File: src/rtl/emu_step_seq.sv
// Stimulus and step sequencer for a fixed-point analog emulator model: drives reset,
// input and step enables, captures one output sample per step and checks the last one.
module emu_step_seq #(
   parameter int WIDTH = 25,
   parameter int DEPTH = 32,
   parameter int CNT_W = 8,
   localparam int AW = $clog2(DEPTH),
   localparam int NW = AW + 1
) (
   input  logic                    emu_clk,
   input  logic                    emu_rst_n,
   input  logic                    start,
   input  logic [NW-1:0]           num_steps,
   input  logic signed [WIDTH-1:0] stim_in,
   input  logic [CNT_W-1:0]        rst_cycles,
   input  logic [CNT_W-1:0]        settle_cycles,
   input  logic signed [WIDTH-1:0] exp_final,
   input  logic signed [WIDTH-1:0] tol,
   input  logic signed [WIDTH-1:0] v_out,
   output logic signed [WIDTH-1:0] v_in,
   output logic                    model_rst,
   output logic                    model_step,
   output logic                    busy,
   output logic                    done,
   output logic                    pass,
   output logic                    fail,
   output logic [NW-1:0]           steps_done,
   input  logic [AW-1:0]           cap_raddr,
   output logic signed [WIDTH-1:0] cap_rdata
);

   localparam int DW = WIDTH + 1;

   typedef enum logic [2:0] {
      S_IDLE, S_RESET, S_SETTLE, S_CAPTURE, S_STEP, S_CHECK, S_DONE
   } state_t;

   state_t state_q, state_d;

   logic [CNT_W-1:0]        cnt_q, cnt_d;
   logic [NW-1:0]           k_q, k_d;
   logic [NW-1:0]           k_inc;
   logic [NW-1:0]           num_q, num_d;
   logic [CNT_W-1:0]        settle_q, settle_d;
   logic signed [WIDTH-1:0] exp_q, exp_d;
   logic signed [WIDTH-1:0] tol_q, tol_d;
   logic signed [WIDTH-1:0] last_q, last_d;
   logic signed [WIDTH-1:0] v_in_q, v_in_d;
   logic                    pass_q, pass_d;
   logic                    fail_q, fail_d;
   logic [NW-1:0]           steps_done_q, steps_done_d;
   logic signed [WIDTH-1:0] cap_rdata_q, cap_rdata_d;
   logic                    cap_we;
   logic                    accept;

   logic signed [WIDTH-1:0] cap_mem [DEPTH];

   // Difference and magnitude carried at WIDTH+1 bits so no operand pair can overflow.
   function automatic logic within_tol(input logic signed [WIDTH-1:0] sample,
                                       input logic signed [WIDTH-1:0] expected,
                                       input logic signed [WIDTH-1:0] limit);
      logic signed [DW-1:0] diff;
      logic signed [DW-1:0] mag;
      diff = DW'(sample) - DW'(expected);
      mag  = diff[DW-1] ? -diff : diff;
      return !limit[WIDTH-1] && (mag <= DW'(limit));
   endfunction

   assign accept = start && ((state_q == S_IDLE) || (state_q == S_DONE));
   assign k_inc  = k_q + NW'(1);

   always_ff @(posedge emu_clk) begin
      if (!emu_rst_n) state_q <= S_IDLE;
      else            state_q <= state_d;
   end

   always_comb begin
      state_d = state_q;
      case (state_q)
         S_IDLE, S_DONE: if (start) state_d = S_RESET;
         S_RESET:        if (cnt_q == '0) state_d = (num_q == '0) ? S_DONE : S_SETTLE;
         S_SETTLE:       if (cnt_q == '0) state_d = S_CAPTURE;
         S_CAPTURE:      state_d = (k_inc == num_q) ? S_CHECK : S_STEP;
         S_STEP:         state_d = S_SETTLE;
         S_CHECK:        state_d = S_DONE;
         default:        state_d = S_IDLE;
      endcase
   end

   always_comb begin
      model_rst  = 1'b0;
      model_step = 1'b0;
      busy       = 1'b0;
      done       = 1'b0;
      case (state_q)
         S_IDLE:  model_rst = 1'b1;
         S_RESET: begin
            model_rst  = 1'b1;
            busy       = 1'b1;
            model_step = (cnt_q == '0);
         end
         S_SETTLE, S_CAPTURE, S_CHECK: busy = 1'b1;
         S_STEP: begin
            busy       = 1'b1;
            model_step = 1'b1;
         end
         S_DONE:  done = 1'b1;
         default: model_rst = 1'b1;
      endcase
   end

   // The counter is reused: RESET length first, then reloaded with the settle count.
   always_comb begin
      cnt_d        = cnt_q;
      k_d          = k_q;
      num_d        = num_q;
      settle_d     = settle_q;
      exp_d        = exp_q;
      tol_d        = tol_q;
      last_d       = last_q;
      v_in_d       = v_in_q;
      pass_d       = pass_q;
      fail_d       = fail_q;
      steps_done_d = steps_done_q;
      cap_we       = 1'b0;
      cap_rdata_d  = cap_mem[cap_raddr];
      if (accept) begin
         cnt_d        = (rst_cycles == '0) ? '0 : rst_cycles - CNT_W'(1);
         k_d          = '0;
         num_d        = (num_steps > NW'(DEPTH)) ? NW'(DEPTH) : num_steps;
         settle_d     = settle_cycles;
         exp_d        = exp_final;
         tol_d        = tol;
         v_in_d       = stim_in;
         pass_d       = 1'b0;
         fail_d       = 1'b0;
         steps_done_d = '0;
      end
      case (state_q)
         S_RESET, S_SETTLE: cnt_d = (cnt_q == '0) ? settle_q : cnt_q - CNT_W'(1);
         S_STEP:            cnt_d = settle_q;
         S_CAPTURE: begin
            cap_we       = 1'b1;
            last_d       = v_out;
            steps_done_d = k_inc;
            if (k_inc != num_q) k_d = k_inc;
         end
         S_CHECK: begin
            pass_d = within_tol(last_q, exp_q, tol_q);
            fail_d = !within_tol(last_q, exp_q, tol_q);
         end
         default: ;
      endcase
   end

   always_ff @(posedge emu_clk) begin
      if (!emu_rst_n) begin
         cnt_q        <= '0;
         k_q          <= '0;
         v_in_q       <= '0;
         pass_q       <= 1'b0;
         fail_q       <= 1'b0;
         steps_done_q <= '0;
         cap_rdata_q  <= '0;
      end else begin
         cnt_q        <= cnt_d;
         k_q          <= k_d;
         v_in_q       <= v_in_d;
         pass_q       <= pass_d;
         fail_q       <= fail_d;
         steps_done_q <= steps_done_d;
         cap_rdata_q  <= cap_rdata_d;
      end
   end

   // Run configuration and sample storage carry no reset; they are rewritten every run.
   always_ff @(posedge emu_clk) begin
      num_q    <= num_d;
      settle_q <= settle_d;
      exp_q    <= exp_d;
      tol_q    <= tol_d;
      last_q   <= last_d;
      if (cap_we) cap_mem[k_q[AW-1:0]] <= v_out;
   end

   assign v_in       = v_in_q;
   assign pass       = pass_q;
   assign fail       = fail_q;
   assign steps_done = steps_done_q;
   assign cap_rdata  = cap_rdata_q;

endmodule

File: config.mk
export PLATFORM = sky130hd
export DESIGN_NAME = emu_step_seq
export DESIGN_NICKNAME = d
export VERILOG_FILES = /design/src/rtl/emu_step_seq.sv
export SDC_FILE = /design/constraint.sdc
export NUM_CORES = 1
export LEC_CHECK = 0
export ABC_CLOCK_PERIOD_IN_PS = 13480
export CAP_MARGIN = 20
export CORE_MARGIN = 5
export CORE_UTILIZATION = 65
export CTS_CLUSTER_DIAMETER = 150
export CTS_CLUSTER_SIZE = 20
export DETAILED_ROUTE_END_ITERATION = 8
export DONT_BUFFER_PORTS = 1
export PLACE_DENSITY = 0.82
export REMOVE_ABC_BUFFERS = 1
export SLEW_MARGIN = 20
export SYNTH_ARGS = -nofsm -noshare
export SYNTH_HDL_FRONTEND = slang
export SYNTH_SLANG_ARGS = --single-unit
File: constraint.sdc
create_clock -name emu_clk -period 13.48 [get_ports emu_clk]
set_clock_uncertainty 0.2 [all_clocks]
set_input_delay 0.674 -clock emu_clk [delete_from_list [all_inputs] [get_ports emu_clk]]
set_output_delay 0.674 -clock emu_clk [all_outputs]
set_load 0.01 [all_outputs]
==> PnR_summary.wiki <==
{| class="wikitable"
! Metric !! Value
|-
| Synth warn || 0
|-
| Category of the worst setup path capture point || flop
|-
| Layout cell share with drive strength beyond 1 || 18.52%
|-
| Cell depth of the worst min-delay path || 2
|-
| Endpoint of the most critical register-to-register path || pass
|-
| Global-route met3 utilization || 5.889%
|-
| Port Buf Inserts || 0
|-
| Post-layout instance area || 43200 um^2
|-
| Max-cap check violation count || 0
|-
| Number of nets in the layout || 2391
|-
| Clock period minus worst slack || 5.443 ns
|-
| Tightest Hold Check Type || in -> reg
|-
| Clock tree from TritonCTS || yes
|-
| Setup violation total in the final timing report || 0
|-
| Slew of the pin with the lowest slew margin || 1.177 ns
|-
| Cell Pwr Density || 130.9 nW/um^2
|-
| Cell at the root of the clock tree || sky130_fd_sc_hd__clkbuf_16
|-
| Worst min-delay path startpoint || stim_in[18]
|-
| Worst R2R Path Depth || 18
|-
| Number of top-level pins || 192
|-
| Initial antenna violation count || 9
|-
| Gr ovfl total || 0
|-
| Placement Rows || 90
|-
| CTS-repair resized insts || 0
|-
| Inst Count DP || 2811
|-
| HPWL after DPL || 50880 um
|-
| Full die area || 65380 um^2
|-
| Core ar. || 60130 um^2
|-
| Worst-path fanout max || 20
|-
| Vias post-DR || 20870
|-
| Mean Syn Cell Area || 18.69 um^2
|-
| Vias per cell || 6.876
|-
| Global routing's busiest layer || met2
|-
| Fraction of synthesized cell area taken by the top area cell type || 68.03%
|-
| Leading post-synthesis cells by cell area || sky130_fd_sc_hd__edfxtp_1 68%, sky130_fd_sc_hd__mux4_2 14%, sky130_fd_sc_hd__dfxtp_1 3.8%
|-
| Relative slew slack || 21.34%
|-
| Via count of the first global-routing pass || 21310
|-
| Synth-to-Final Area Change || 10.10%
|-
| Remaining number of nets flagged by the antenna check after routing || 0
|-
| Post-detailed-route wirelength per cell || 32.00 um
|-
| CTS Sinks || 964
|-
| Most common flop cell mapped by yosys || sky130_fd_sc_hd__edfxtp_1
|-
| Worst-case hold slack || 0.03207 ns
|-
| Maximum VDD drop || 95.71 uV
|-
| Clock latency at the later pin of the worst-skew pair || 0.63 ns
|-
| Clock-pin slew on the worst setup and hold paths || 0.09 ns
|-
| Highest-count cells in the layout ignoring fill and taps || 889 x sky130_fd_sc_hd__edfxtp_1, 250 x sky130_fd_sc_hd__mux4_2, 110 x sky130_fd_sc_hd__nand2_1, 91 x sky130_fd_sc_hd__dlygate4sd3_1, 75 x sky130_fd_sc_hd__dfxtp_1
|-
| Run status || completed
|-
| Post-detailed-routing wire length || 97110 um
|-
| Library cells used by synthesis || 69
|-
| Critical path type || reg -> reg
|-
| RSZ-0062 raised after global routing || false
|-
| Placement Cell Area || 40450 um^2
|-
| Max clock buf depth || 3
|-
| Cell taking the most area after synthesis || sky130_fd_sc_hd__edfxtp_1
|-
| Filler instances || 3407
|-
| GR Layer Usage met1 || 39.94%
|-
| R2r startpoint || exp_q[1]
|-
| Leak || 13.92 nW
|-
| Post-route DRC violation count || 0
|-
| Minimum setup slack among reg-to-reg paths || 8.04 ns
|-
| Async set-or-reset flop fraction in the synthesized netlist || 0%
|-
| Data arrival at the endpoint of the critical path || 5.77 ns
|-
| Starting density of the core || 65.25%
|-
| Sequential share of the synthesized area || 71.86%
|-
| Number of synthesized flops with an enable pin || 889
|-
| Number of buffers added by the clock tree synthesis step || 54
|-
| Number of hold-slack violations in the final timing report || 0
|-
| Number of instances in the synthesized netlist || 2099
|-
| Fin crit share || 40.38%
|-
| Worst hold path endpoint || v_in[18]
|-
| Peak clock frequency supported by timing || 0.1837 GHz
|-
| Number of design-rule violations left by the first detailed-router iteration || 3199
|-
| Wire length of the first global-routing pass || 143700 um
|-
| Final Wtd Congestion || 0.8941
|-
| TritonRoute pass-1 iters || 5
|-
| Global-route track usage on met2 || 49.47%
|-
| Die X || 255.7 um
|-
| CP Data Required Time || 13.81 ns
|-
| Netlist Area Pre-Place || 39240 um^2
|-
| Die height || 255.7 um
|-
| Flop and latch count out of synthesis || 964
|-
| Most common cell after layout, fill and taps aside || sky130_fd_sc_hd__edfxtp_1
|-
| Type of origin of the critical path || flop
|-
| Non-filler instance count after layout || 3035
|-
| Number of H-tree branching levels || 2
|-
| Pin count of the biggest net entering global routing || 201
|-
| GRT Util Overall || 29.75%
|-
| Setup TNS || 0 ns
|-
| Final-report max-slew violation count || 0
|}
## final cells by class
type                       count  area, um^2  area share [%]
clock buffer                  99        1541           3.568
tap                          782       978.4           2.265
antenna                        7       17.52         0.04055
clock inverter                 2       25.02         0.05792
multi-input combinational    965       10630           24.61
timing repair buffer         147        1549           3.586
sequential                   964       28200           65.27
inverter                      69       260.3          0.6024
## where the power goes
part           leakage (nW)  switching, mW  internal [mW]
registers              8.64         0.0408           3.32
logic                  4.54          0.328          0.264
clock network         0.742          0.925          0.777
total                  13.9           1.29           4.36
## cells in the mapped netlist (10+ instances only)
cell and n:
sky130_fd_sc_hd__ha_1 59, sky130_fd_sc_hd__nor2_1 81, sky130_fd_sc_hd__a21o_1 16, sky130_fd_sc_hd__nand2_1 110, sky130_fd_sc_hd__xnor2_1 41, sky130_fd_sc_hd__inv_1 68
sky130_fd_sc_hd__a21boi_0 29, sky130_fd_sc_hd__mux4_2 250, sky130_fd_sc_hd__o21ai_0 54, sky130_fd_sc_hd__edfxtp_1 889, sky130_fd_sc_hd__nand3_1 26, sky130_fd_sc_hd__nor2b_1 40
sky130_fd_sc_hd__a21oi_1 37, sky130_fd_sc_hd__nand4_1 10, sky130_fd_sc_hd__dfxtp_1 75, sky130_fd_sc_hd__clkbuf_1 70, sky130_fd_sc_hd__mux2i_1 29, sky130_fd_sc_hd__xor2_1 19
sky130_fd_sc_hd__nor3_1 13, sky130_fd_sc_hd__buf_1 24
## registers in the layout, indices dropped and copies added, names as in the netlist, 8 cells and up
| name | flops |
|---|---|
| v_in | 25 |
| cnt_q | 8 |
| settle_q | 8 |
| cap_mem | 800 |
| last_q | 25 |
| cap_rdata | 25 |
| exp_q | 25 |
| tol_q | 25 |
## cells by family after synthesis
kind of cell | count (synthesis) | share of synthesized area [%]
DFF | 964 | 71.86
and+or+nand+nor | 351 | 4.397
muxes | 279 | 15.09
AOI/OAI and AO/OA | 214 | 3.651
buffers and inverters | 170 | 1.690
xor gates and xnor gates | 61 | 1.381
adders and majority gates | 60 | 1.932
## through the flow
step	power, mW	setup WS, ns	utilization [%]
floorplan	3.821	8.380	-
finish	5.654	8.037	71.84
global placement	3.908	8.066	66.91
global route	5.871	7.662	71.82
detailed placement	3.937	7.680	67.26
CTS	5.660	7.675	71.81
## worst max-delay path: stages (launching register included)
cell and delay (ns):
sky130_fd_sc_hd__edfxtp_1 0.44, sky130_fd_sc_hd__inv_1 0.08, sky130_fd_sc_hd__ha_1 0.22, sky130_fd_sc_hd__nor2b_1 0.15
sky130_fd_sc_hd__o21ai_2 0.19, sky130_fd_sc_hd__o211ai_1 0.25, sky130_fd_sc_hd__a2111oi_0 0.73, sky130_fd_sc_hd__o31a_1 0.28
sky130_fd_sc_hd__nor2_1 0.09, sky130_fd_sc_hd__o31ai_4 0.68, sky130_fd_sc_hd__o41ai_1 0.27, sky130_fd_sc_hd__xor2_1 0.21
sky130_fd_sc_hd__ha_1 0.33, sky130_fd_sc_hd__nand4_1 0.12, sky130_fd_sc_hd__nor4_1 0.41, sky130_fd_sc_hd__nand3_1 0.16
sky130_fd_sc_hd__o221ai_1 0.21, sky130_fd_sc_hd__o211ai_1 0.14, sky130_fd_sc_hd__and3_1 0.19
## how the worst max path moves through the flow
stage | cells past startpoint | to | slack [ns] | startpoint
2_1_floorplan | 17 | pass | 8.38 | last_q[6]
3_3_place_gp | 21 | fail | 8.07 | exp_q[1]
3_5_place_dp | 18 | pass | 7.68 | exp_q[1]
4_1_cts | 18 | pass | 7.67 | exp_q[1]
5_1_grt | 17 | pass | 7.66 | last_q[16]
6_report | 18 | pass | 8.04 | exp_q[1]
## layer usage
metal / routed length [um] / up-vias
met1: 34050 / 10700
met5: 41 / -
met3: 9988 / 226
li1: - / 8594
met2: 48800 / 1346
met4: 4223 / 6
## repair_timing
item / 4_1_cts / 5_1_grt
setup endpoints to repair: 0 / 0
buffers inserted: 0 / 0
hold buffers: 112 / 1
hold endpoints to repair: 948 / 3
(Power assumes the default switching activity.)
